[src/rtl/mem_arbiter.sv]
// Round-robin arbiter sharing one block-wide main memory between the icache and dcache.
// Granted transactions are forwarded unchanged; each requester sees a memory-style busywait.
module mem_arbiter #(
    parameter int ADDR_W = 6,
    parameter int DATA_W = 128
) (
    input  logic              clock,
    input  logic              reset,
    input  logic              i_read,
    input  logic [ADDR_W-1:0] i_address,
    output logic [DATA_W-1:0] i_readdata,
    output logic              i_busywait,
    input  logic              d_read,
    input  logic              d_write,
    input  logic [ADDR_W-1:0] d_address,
    input  logic [DATA_W-1:0] d_writedata,
    output logic [DATA_W-1:0] d_readdata,
    output logic              d_busywait,
    output logic              mem_read,
    output logic              mem_write,
    output logic [ADDR_W-1:0] mem_address,
    output logic [DATA_W-1:0] mem_writedata,
    input  logic [DATA_W-1:0] mem_readdata,
    input  logic              mem_busywait
);

    typedef enum logic [1:0] {
        IDLE    = 2'd0,
        GRANT_I = 2'd1,
        GRANT_D = 2'd2
    } state_t;

    state_t state_r;
    logic   started_r;
    logic   last_grant_r;
    logic   i_req_s;
    logic   d_req_s;
    logic   done_s;

    assign i_req_s    = i_read;
    assign d_req_s    = d_read | d_write;
    assign i_readdata = mem_readdata;
    assign d_readdata = mem_readdata;

    // Completion: memory must have been seen busy before its fall counts as done.
    always_comb begin
        done_s = 1'b0;
        if ((state_r == GRANT_I) || (state_r == GRANT_D)) begin
            done_s = started_r & ~mem_busywait;
        end else begin
            done_s = 1'b0;
        end
    end

    // Per-requester stall: released only in that requester's own done cycle.
    always_comb begin
        i_busywait = i_req_s & ~((state_r == GRANT_I) & done_s);
        d_busywait = d_req_s & ~((state_r == GRANT_D) & done_s);
    end

    // Memory-side drive decoded from the grant state; write wins over read for the dcache.
    always_comb begin
        mem_read      = 1'b0;
        mem_write     = 1'b0;
        mem_address   = {ADDR_W{1'b0}};
        mem_writedata = {DATA_W{1'b0}};
        case (state_r)
            GRANT_I: begin
                mem_read    = 1'b1;
                mem_address = i_address;
            end
            GRANT_D: begin
                mem_read      = d_read & ~d_write;
                mem_write     = d_write;
                mem_address   = d_address;
                mem_writedata = d_writedata;
            end
            default: begin
                mem_read  = 1'b0;
                mem_write = 1'b0;
            end
        endcase
    end

    // Grant FSM: ties go to whoever was not granted last; a grant is never aborted except by reset.
    always_ff @(posedge clock) begin
        if (reset) begin
            state_r      <= IDLE;
            started_r    <= 1'b0;
            last_grant_r <= 1'b1;
        end else begin
            case (state_r)
                IDLE: begin
                    if (i_req_s && (!d_req_s || last_grant_r)) begin
                        state_r      <= GRANT_I;
                        started_r    <= 1'b0;
                        last_grant_r <= 1'b0;
                    end else if (d_req_s) begin
                        state_r      <= GRANT_D;
                        started_r    <= 1'b0;
                        last_grant_r <= 1'b1;
                    end else begin
                        state_r <= IDLE;
                    end
                end
                GRANT_I, GRANT_D: begin
                    if (done_s) begin
                        state_r <= IDLE;
                    end else if (mem_busywait) begin
                        started_r <= 1'b1;
                    end else begin
                        started_r <= started_r;
                    end
                end
                default: begin
                    state_r   <= IDLE;
                    started_r <= 1'b0;
                end
            endcase
        end
    end

endmodule

[config.mk]
export PLATFORM = sky130hd
export DESIGN_NAME = mem_arbiter
export DESIGN_NICKNAME = d
export VERILOG_FILES = /design/src/rtl/mem_arbiter.sv
export SDC_FILE = /design/constraint.sdc
export NUM_CORES = 1
export LEC_CHECK = 0
export CAP_MARGIN = 20
export CORE_AREA = 5 5 260 262
export DETAILED_ROUTE_END_ITERATION = 7
export DIE_AREA = 0 0 265 267
export DONT_BUFFER_PORTS = 1
export MAX_ROUTING_LAYER = met4
export PLACE_DENSITY = 0.3
export SLEW_MARGIN = 25
export SYNTH_ARGS = -nofsm -noshare
export SYNTH_HDL_FRONTEND = slang
export SYNTH_SLANG_ARGS = --single-unit
[constraint.sdc]
create_clock -name clock -period 3.35 [get_ports clock]
set_clock_uncertainty 0.15 [all_clocks]
set_input_delay 0.335 -clock clock [delete_from_list [all_inputs] [get_ports clock]]
set_output_delay 0.335 -clock clock [all_outputs]
set_load 0.05 [all_outputs]
==> results of run 1 <==
## power by group
group	total, mW	internal [mW]	switching (mW)
clock network	0.186	0.152	0.0339
registers	0.0655	0.0575	0.00797
logic	1.08	0.153	0.926
## per-layer routing
layer | vias up | wire length, µm | share of wire (%) | track usage (%)
met2 | 405 | 9660 | 46 | 9.23
met1 | 661 | 5180 | 25 | 3.72
li1 | 616 | - | - | -
met3 | 173 | 4410 | 21 | 5.04
met4 | 0 | 1530 | 7.4 | 2.87
met5 | - | 0 | 0 | -
## worst register-to-register path, stage by stage (launching register included)
cell	delay, ps
dfxtp_1	310
inv_1	120
ha_1	240
or4b_4	490
a21oi_1	190
a211oi_2	60
## flip-flops by register name, indices dropped and copies added (netlist names)
name,cells
last_grant_r,1
started_r,1
state_r,2
## cell usage after synthesis
master,n
a211oi_2,1
a21boi_1,1
a21oi_1,4
a221o_1,1
a22oi_1,6
a2bb2oi_1,1
a31oi_1,1
and2_1,129
and2_2,1
buf_2,1
buf_4,256
clkbuf_1,16
dfxtp_1,4
ha_1,3
inv_1,4
nand2_1,1
nand2b_1,1
nand3_1,2
nor2_1,9
nor2b_1,1
o211ai_1,1
o221ai_1,1
or4b_4,1
## kinds of logic after synthesis
group	Yosys count
AO/OA/AOI/OAI	17
buffers and inverters	277
flip-flops	4
adder cells (fa/ha/maj)	3
AND/OR/NAND/NOR	145
## layout by cell type (no fill, tap or decap), types with 2 or more instances in the layout
| cell | instances |
|---|---|
| nor2_1 | 9 |
| inv_1 | 4 |
| a21oi_1 | 4 |
| diode_2 | 25 |
| dfxtp_1 | 4 |
| buf_4 | 10 |
| ha_1 | 2 |
| and2_1 | 129 |
| a22oi_1 | 6 |
| nand3_1 | 2 |
| clkbuf_16 | 3 |
## final timing paths
check | startpoint | endpoint | cells after the start
worst max-delay path | state_r[0]$_SDFFE_PP0P_ | mem_writedata[93] | 4
worst min-delay path | reset | started_r$_SDFFE_PP0P_ | 1
worst max register to register | state_r[0]$_SDFFE_PP0P_ | started_r$_SDFFE_PP0P_ | 5
worst min register to register | state_r[0]$_SDFFE_PP0P_ | state_r[0]$_SDFFE_PP0P_ | 2
## layout make-up
type	instances	share of cell area [%]
timing repair buffer	11	3.84
antenna	25	2.53
sequential	4	3.24
multi-input combinational	165	43.0
inverter	4	0.607
clock buffer	3	3.03
tap	864	43.7
==> flow_metrics.env, run 1 <==
export IMPL_outcome="finished, final reports clean"
export IMPL_num_io_pins=668
export IMPL_ys_warn_count=0
export IMPL_min_period_ps=2510
export IMPL_synth_top_area_share_pct=61.3
export IMPL_clock_sinks=4
export IMPL_fin_area_um2=2470
export IMPL_rsz0062_at_grt="no"
export IMPL_max_freq_mhz=399
export IMPL_placed_cell_area_um2=2340
export IMPL_synth_nets=723
export IMPL_synthesis_area_um2=3130
export IMPL_synth_compound_area_share_pct=4.03
export IMPL_dp_slack_ps=966
export IMPL_worstPathCellList="inv_1 > ha_4 > buf_4 > and2_1"
export IMPL_h_tree_depth=1
export IMPL_fp_row_count=94
export IMPL_drcViolationCount=0
export IMPL_whs_ps=24.0
export IMPL_hpwlAfterDp_mm=19.1
export IMPL_drt_iter0_markers=63
export IMPL_drt_wirelength_per_cell_um=19.3
export IMPL_synth_seq_cells=4
export IMPL_yosysSeqAreaShare_pct=2.55
export IMPL_synth_simple_area_share_pct=28.3
export IMPL_cpMaxStageDelayCell="ha_4"
export IMPL_finalHoldViolations=0
export IMPL_area_growth_synth_to_final_pct=-21.1
export IMPL_leakagePower_nw=0.593
export IMPL_synthCells=446
export IMPL_clk_pin_slew_ps=30
export IMPL_die_h_um=267
export IMPL_core_um2=65200
export IMPL_dp_cells=1048
export IMPL_nets=466
export IMPL_crit_path_end_kind="output port"
export IMPL_viasPerCell=1.72
export IMPL_avgSynthCellArea_um2=7.03
export IMPL_place_congestion=0.629
export IMPL_start_kind="register"
export IMPL_overflow=0
export IMPL_grt_max_degree=60
export IMPL_setup_slack_ps=843
export IMPL_ff_latch_area_um2=80.1
export IMPL_fin_total_pwr_mw=1.33
export IMPL_final_cells=1076
export IMPL_hp_class="in -> reg"
export IMPL_first_global_vias=1922
export IMPL_synth_area_leaders="buf_4 (61%), and2_1 (26%), dfxtp_1 (2.6%)"
export IMPL_p_per_area_nw_per_um2=538
export IMPL_numPortBuffers=0
export IMPL_die_area_um2=70800
export IMPL_synthMuxAreaShare_pct=0
export IMPL_antenna_left=0
export IMPL_vdd_drop_max_uv=245
export IMPL_critPathMaxFanout=52
export IMPL_required_ps=2860
export IMPL_rrSetupSlack_ps=1660
export IMPL_slew_viol_final=0
export IMPL_cap_violations=0
export IMPL_drive_gt1_share_pct=9.63
export IMPL_cts_setup_buffers=0
export IMPL_multi_input_area_um2=1060
export IMPL_synth_xor_area_share_pct=0
export IMPL_critPathTopFamily="adder cells"
export IMPL_cts_tree="yes"
export IMPL_cts_root_buffer="clkbuf_16"
export IMPL_antenna_found_initial=56
export IMPL_ctsResizeCount=0
export IMPL_criticalPathCategory="reg -> out"
export IMPL_final_core_util_pct=3.80
export IMPL_tns_ps=0
export IMPL_dr_pass1_iters=4
export IMPL_finalCritPeriodShare_pct=74.8
export IMPL_grt_usage_pct=5.46
export IMPL_path_buf_inv=2
export IMPL_clock_tree_buffer_depth=2
export IMPL_die_w_um=265
export IMPL_cts_made_buffers=3
export IMPL_synth_top_family_by_area="buffers and inverters"
export IMPL_initial_core_util_pct=4.81
export IMPL_slowest_delay_ps=500
export IMPL_cts_hold_buf=0
export IMPL_worstPathArrival_ps=2020
export IMPL_fill_cells=7810
export IMPL_synth_distinct_cells=23
export IMPL_synth_fa_ha_area_share_pct=1.20
export IMPL_final_setup_viol_count=0
export IMPL_vias=1855
export IMPL_netlist_top_cell_by_area="buf_4"
export IMPL_grt_pass1_wl_mm=24.1
export IMPL_wirelength_mm=20.8
export IMPL_clkLatencyLatePin_ps=220
export IMPL_tightest_slew_ps=746
export IMPL_maxSlewHeadroom_pct=50.6
Note: power is estimated with default switching activity, not from simulation.
==> inputs of run 2 (changes only) <==
==> constraint.sdc (replaced) <==
create_clock -name clock -period 2.35 [get_ports clock]
set_clock_uncertainty 0.15 [all_clocks]
set_input_delay 0.235 -clock clock [delete_from_list [all_inputs] [get_ports clock]]
set_output_delay 0.235 -clock clock [all_outputs]
set_load 0.05 [all_outputs]
==> run 2 against run 1 <==
  * Core utilization is 1.7 points higher
  * Count of clock-buffer cells in the layout stayed put
  * Worst setup slack worse by 670 ps
  * Total power is 80% higher
  * Wire length is 3.7% higher
  * Critical path depth stayed put
  * Combinational power is 89% higher
  * Clock power is 44% higher
  * Non-clock buffer count is 113 higher
  * Critical endpoint is now mem_writedata[100]
  * Largest cell class is now non-clock buffers
  * Largest power group unchanged
  * Highest routed layer unchanged
==> flow_metrics.env, run 2 (same netlist as run 1, synthesis figures left out) <==
export IMPL_mostFrequentLayoutCells="and2_1 (129), buf_4 (102), buf_12 (21)"
export IMPL_dr_pass1_iters=4
export IMPL_final_common_cell="and2_1"
export IMPL_min_to="last_grant_r$_SDFFE_PP1P_"
export IMPL_worstPathCellList="inv_1 > ha_4 > buf_12 > and2_1"
export IMPL_die_h_um=267
export IMPL_clock_sinks=4
export IMPL_antenna_left=0
export IMPL_drt_iter0_markers=29
export IMPL_die_w_um=265
export IMPL_start_kind="register"
export IMPL_rrSetupSlack_ps=650
export IMPL_required_ps=1970
export IMPL_drive_gt1_share_pct=43.3
export IMPL_cts_tree="yes"
export IMPL_antenna_found_initial=56
export IMPL_leakagePower_nw=1.26
export IMPL_clkLatencyLatePin_ps=230
export IMPL_fill_cells=7760
export IMPL_dp_slack_ps=338
export IMPL_slew_viol_final=0
export IMPL_setup_slack_ps=178
export IMPL_fp_row_count=94
export IMPL_place_congestion=0.655
export IMPL_p_per_area_nw_per_um2=670
export IMPL_h_tree_depth=1
export IMPL_hpwlAfterDp_mm=19.5
export IMPL_tightest_slew_ps=537
export IMPL_num_io_pins=668
export IMPL_clk_pin_slew_ps=30
export IMPL_initial_core_util_pct=4.81
export IMPL_cts_made_buffers=3
export IMPL_hold_path_startpoint="i_read"
export IMPL_ctsResizeCount=0
export IMPL_cpMaxStageDelayCell="and2_1"
export IMPL_top_register="state_r"
export IMPL_wirelength_mm=21.6
export IMPL_drt_wirelength_per_cell_um=18.1
export IMPL_ff_latch_area_um2=80.1
export IMPL_crit_start="state_r[0]$_SDFFE_PP0P_"
export IMPL_maxSlewHeadroom_pct=64.5
export IMPL_clock_tree_buffer_depth=2
export IMPL_min_path_cells=2
export IMPL_first_global_vias=2389
export IMPL_slowest_delay_ps=470
export IMPL_die_area_um2=70800
export IMPL_outcome="finished, final reports clean"
export IMPL_rsz0062_at_grt="no"
export IMPL_vdd_drop_max_uv=348
export IMPL_crit_path_end_kind="output port"
export IMPL_fin_area_um2=3580
export IMPL_area_growth_synth_to_final_pct=14.1
export IMPL_finalHoldViolations=0
export IMPL_reg_top3="state_r x2, last_grant_r x1, started_r x1"
export IMPL_numPortBuffers=0
export IMPL_viasPerCell=1.91
export IMPL_cts_root_buffer="clkbuf_16"
export IMPL_hp_class="in -> reg"
export IMPL_critPathMaxFanout=22
export IMPL_reg2reg_to="started_r$_SDFFE_PP0P_"
export IMPL_nets=579
export IMPL_tns_ps=0
export IMPL_worstPathArrival_ps=1790
export IMPL_r2r_start="state_r[0]$_SDFFE_PP0P_"
export IMPL_min_period_ps=2170
export IMPL_multi_input_area_um2=1060
export IMPL_finalCritPeriodShare_pct=92.4
export IMPL_cap_violations=0
export IMPL_vias=2269
export IMPL_grt_max_degree=44
export IMPL_overflow=0
export IMPL_placed_cell_area_um2=3410
export IMPL_max_freq_mhz=460
export IMPL_final_setup_viol_count=0
export IMPL_criticalPathCategory="reg -> out"
export IMPL_rr_worst_depth=5
export IMPL_largest_reg_flops=2
export IMPL_core_um2=65200
export IMPL_grt_usage_pct=5.56
export IMPL_grt_pass1_wl_mm=25.2
export IMPL_drcViolationCount=0
-- run 2: cell types whose count changed in the layout (fill, tap and decap cells not counted), sizes merged --
| cell | delta |
|---|---|
| diode | +1 |
| dlygate4sd3 | +1 |
| buf | +112 |
-- run 2: report_power, final --
group / switching, mW / leakage (nW) / internal, mW / total [mW]
Combinational: 1.42 / 1.19 / 0.618 / 2.04
Sequential: 0.0118 / 0.0329 / 0.0819 / 0.0937
Clock: 0.0501 / 0.0371 / 0.218 / 0.268
Total: 1.48 / 1.26 / 0.918 / 2.40
-- run 2: timing repair --
| item | CTS | global route |
|---|---|---|
| hold buffers | 1 | 0 |
| buffers inserted | 0 | 1 |
| hold endpoints to repair | 4 | 0 |
| endpoints found under the setup margin | 0 | 1 |
-- run 2: worst max-delay path by stage --
stage	to	slack (ps)	cells after the start
after floorplan	d_busywait	160	6
after global placement	mem_writedata[53]	360	5
after detailed placement	mem_writedata[49]	340	5
after CTS	mem_writedata[49]	90	5
after global routing	mem_writedata[94]	60	4
final	mem_writedata[100]	180	4
-- run 2: layout make-up --
class / instances / share of cell area, %
Inverter: 4 / 0.420
Tap cell: 864 / 30.2
Clock buffer: 3 / 2.10
Antenna cell: 26 / 1.82
Sequential cell: 4 / 2.24
Timing Repair Buffer: 124 / 33.4
Multi-Input combinational cell: 165 / 29.8
-- run 2: worst max-delay path, delay by kind of cell (launching register included) --
kind	cells	cell delay [ps]
adders and majority gates	1	430
buffers and inverters	2	350
DFF	1	310
and+or+nand+nor	1	470
-- run 2: through the flow --
step	instances	power (mW)	hold WS (ps)	utilization [%]
after CTS	1163	2.42	43.1	5.36
after detailed placement	1159	2.14	154	5.23
final	1190	2.40	43.9	5.49
after global routing	1190	2.52	72.9	5.49
after floorplan	446	2.62	150	-
after global placement	1159	2.14	154	5.23
-- run 2: per-layer routing --
layer | vias up | track usage, % | share of wire [%]
met5 | - | - | 0
met4 | 0 | 2.87 | 6.6
li1 | 836 | - | -
met1 | 871 | 3.51 | 26
met3 | 164 | 5.70 | 20
met2 | 398 | 9.37 | 47
==> inputs of run 3 (changes only) <==
--- a/config.mk
+++ b/config.mk
@@ -12,6 +12,7 @@
 export DONT_BUFFER_PORTS = 1
 export MAX_ROUTING_LAYER = met4
 export PLACE_DENSITY = 0.3
+export SETUP_SLACK_MARGIN = 0.05
 export SLEW_MARGIN = 25
 export SYNTH_ARGS = -nofsm -noshare
 export SYNTH_HDL_FRONTEND = slang
==> results of run 3 <==
No change in the layout: final DEF, timing and power equal those of run 2.
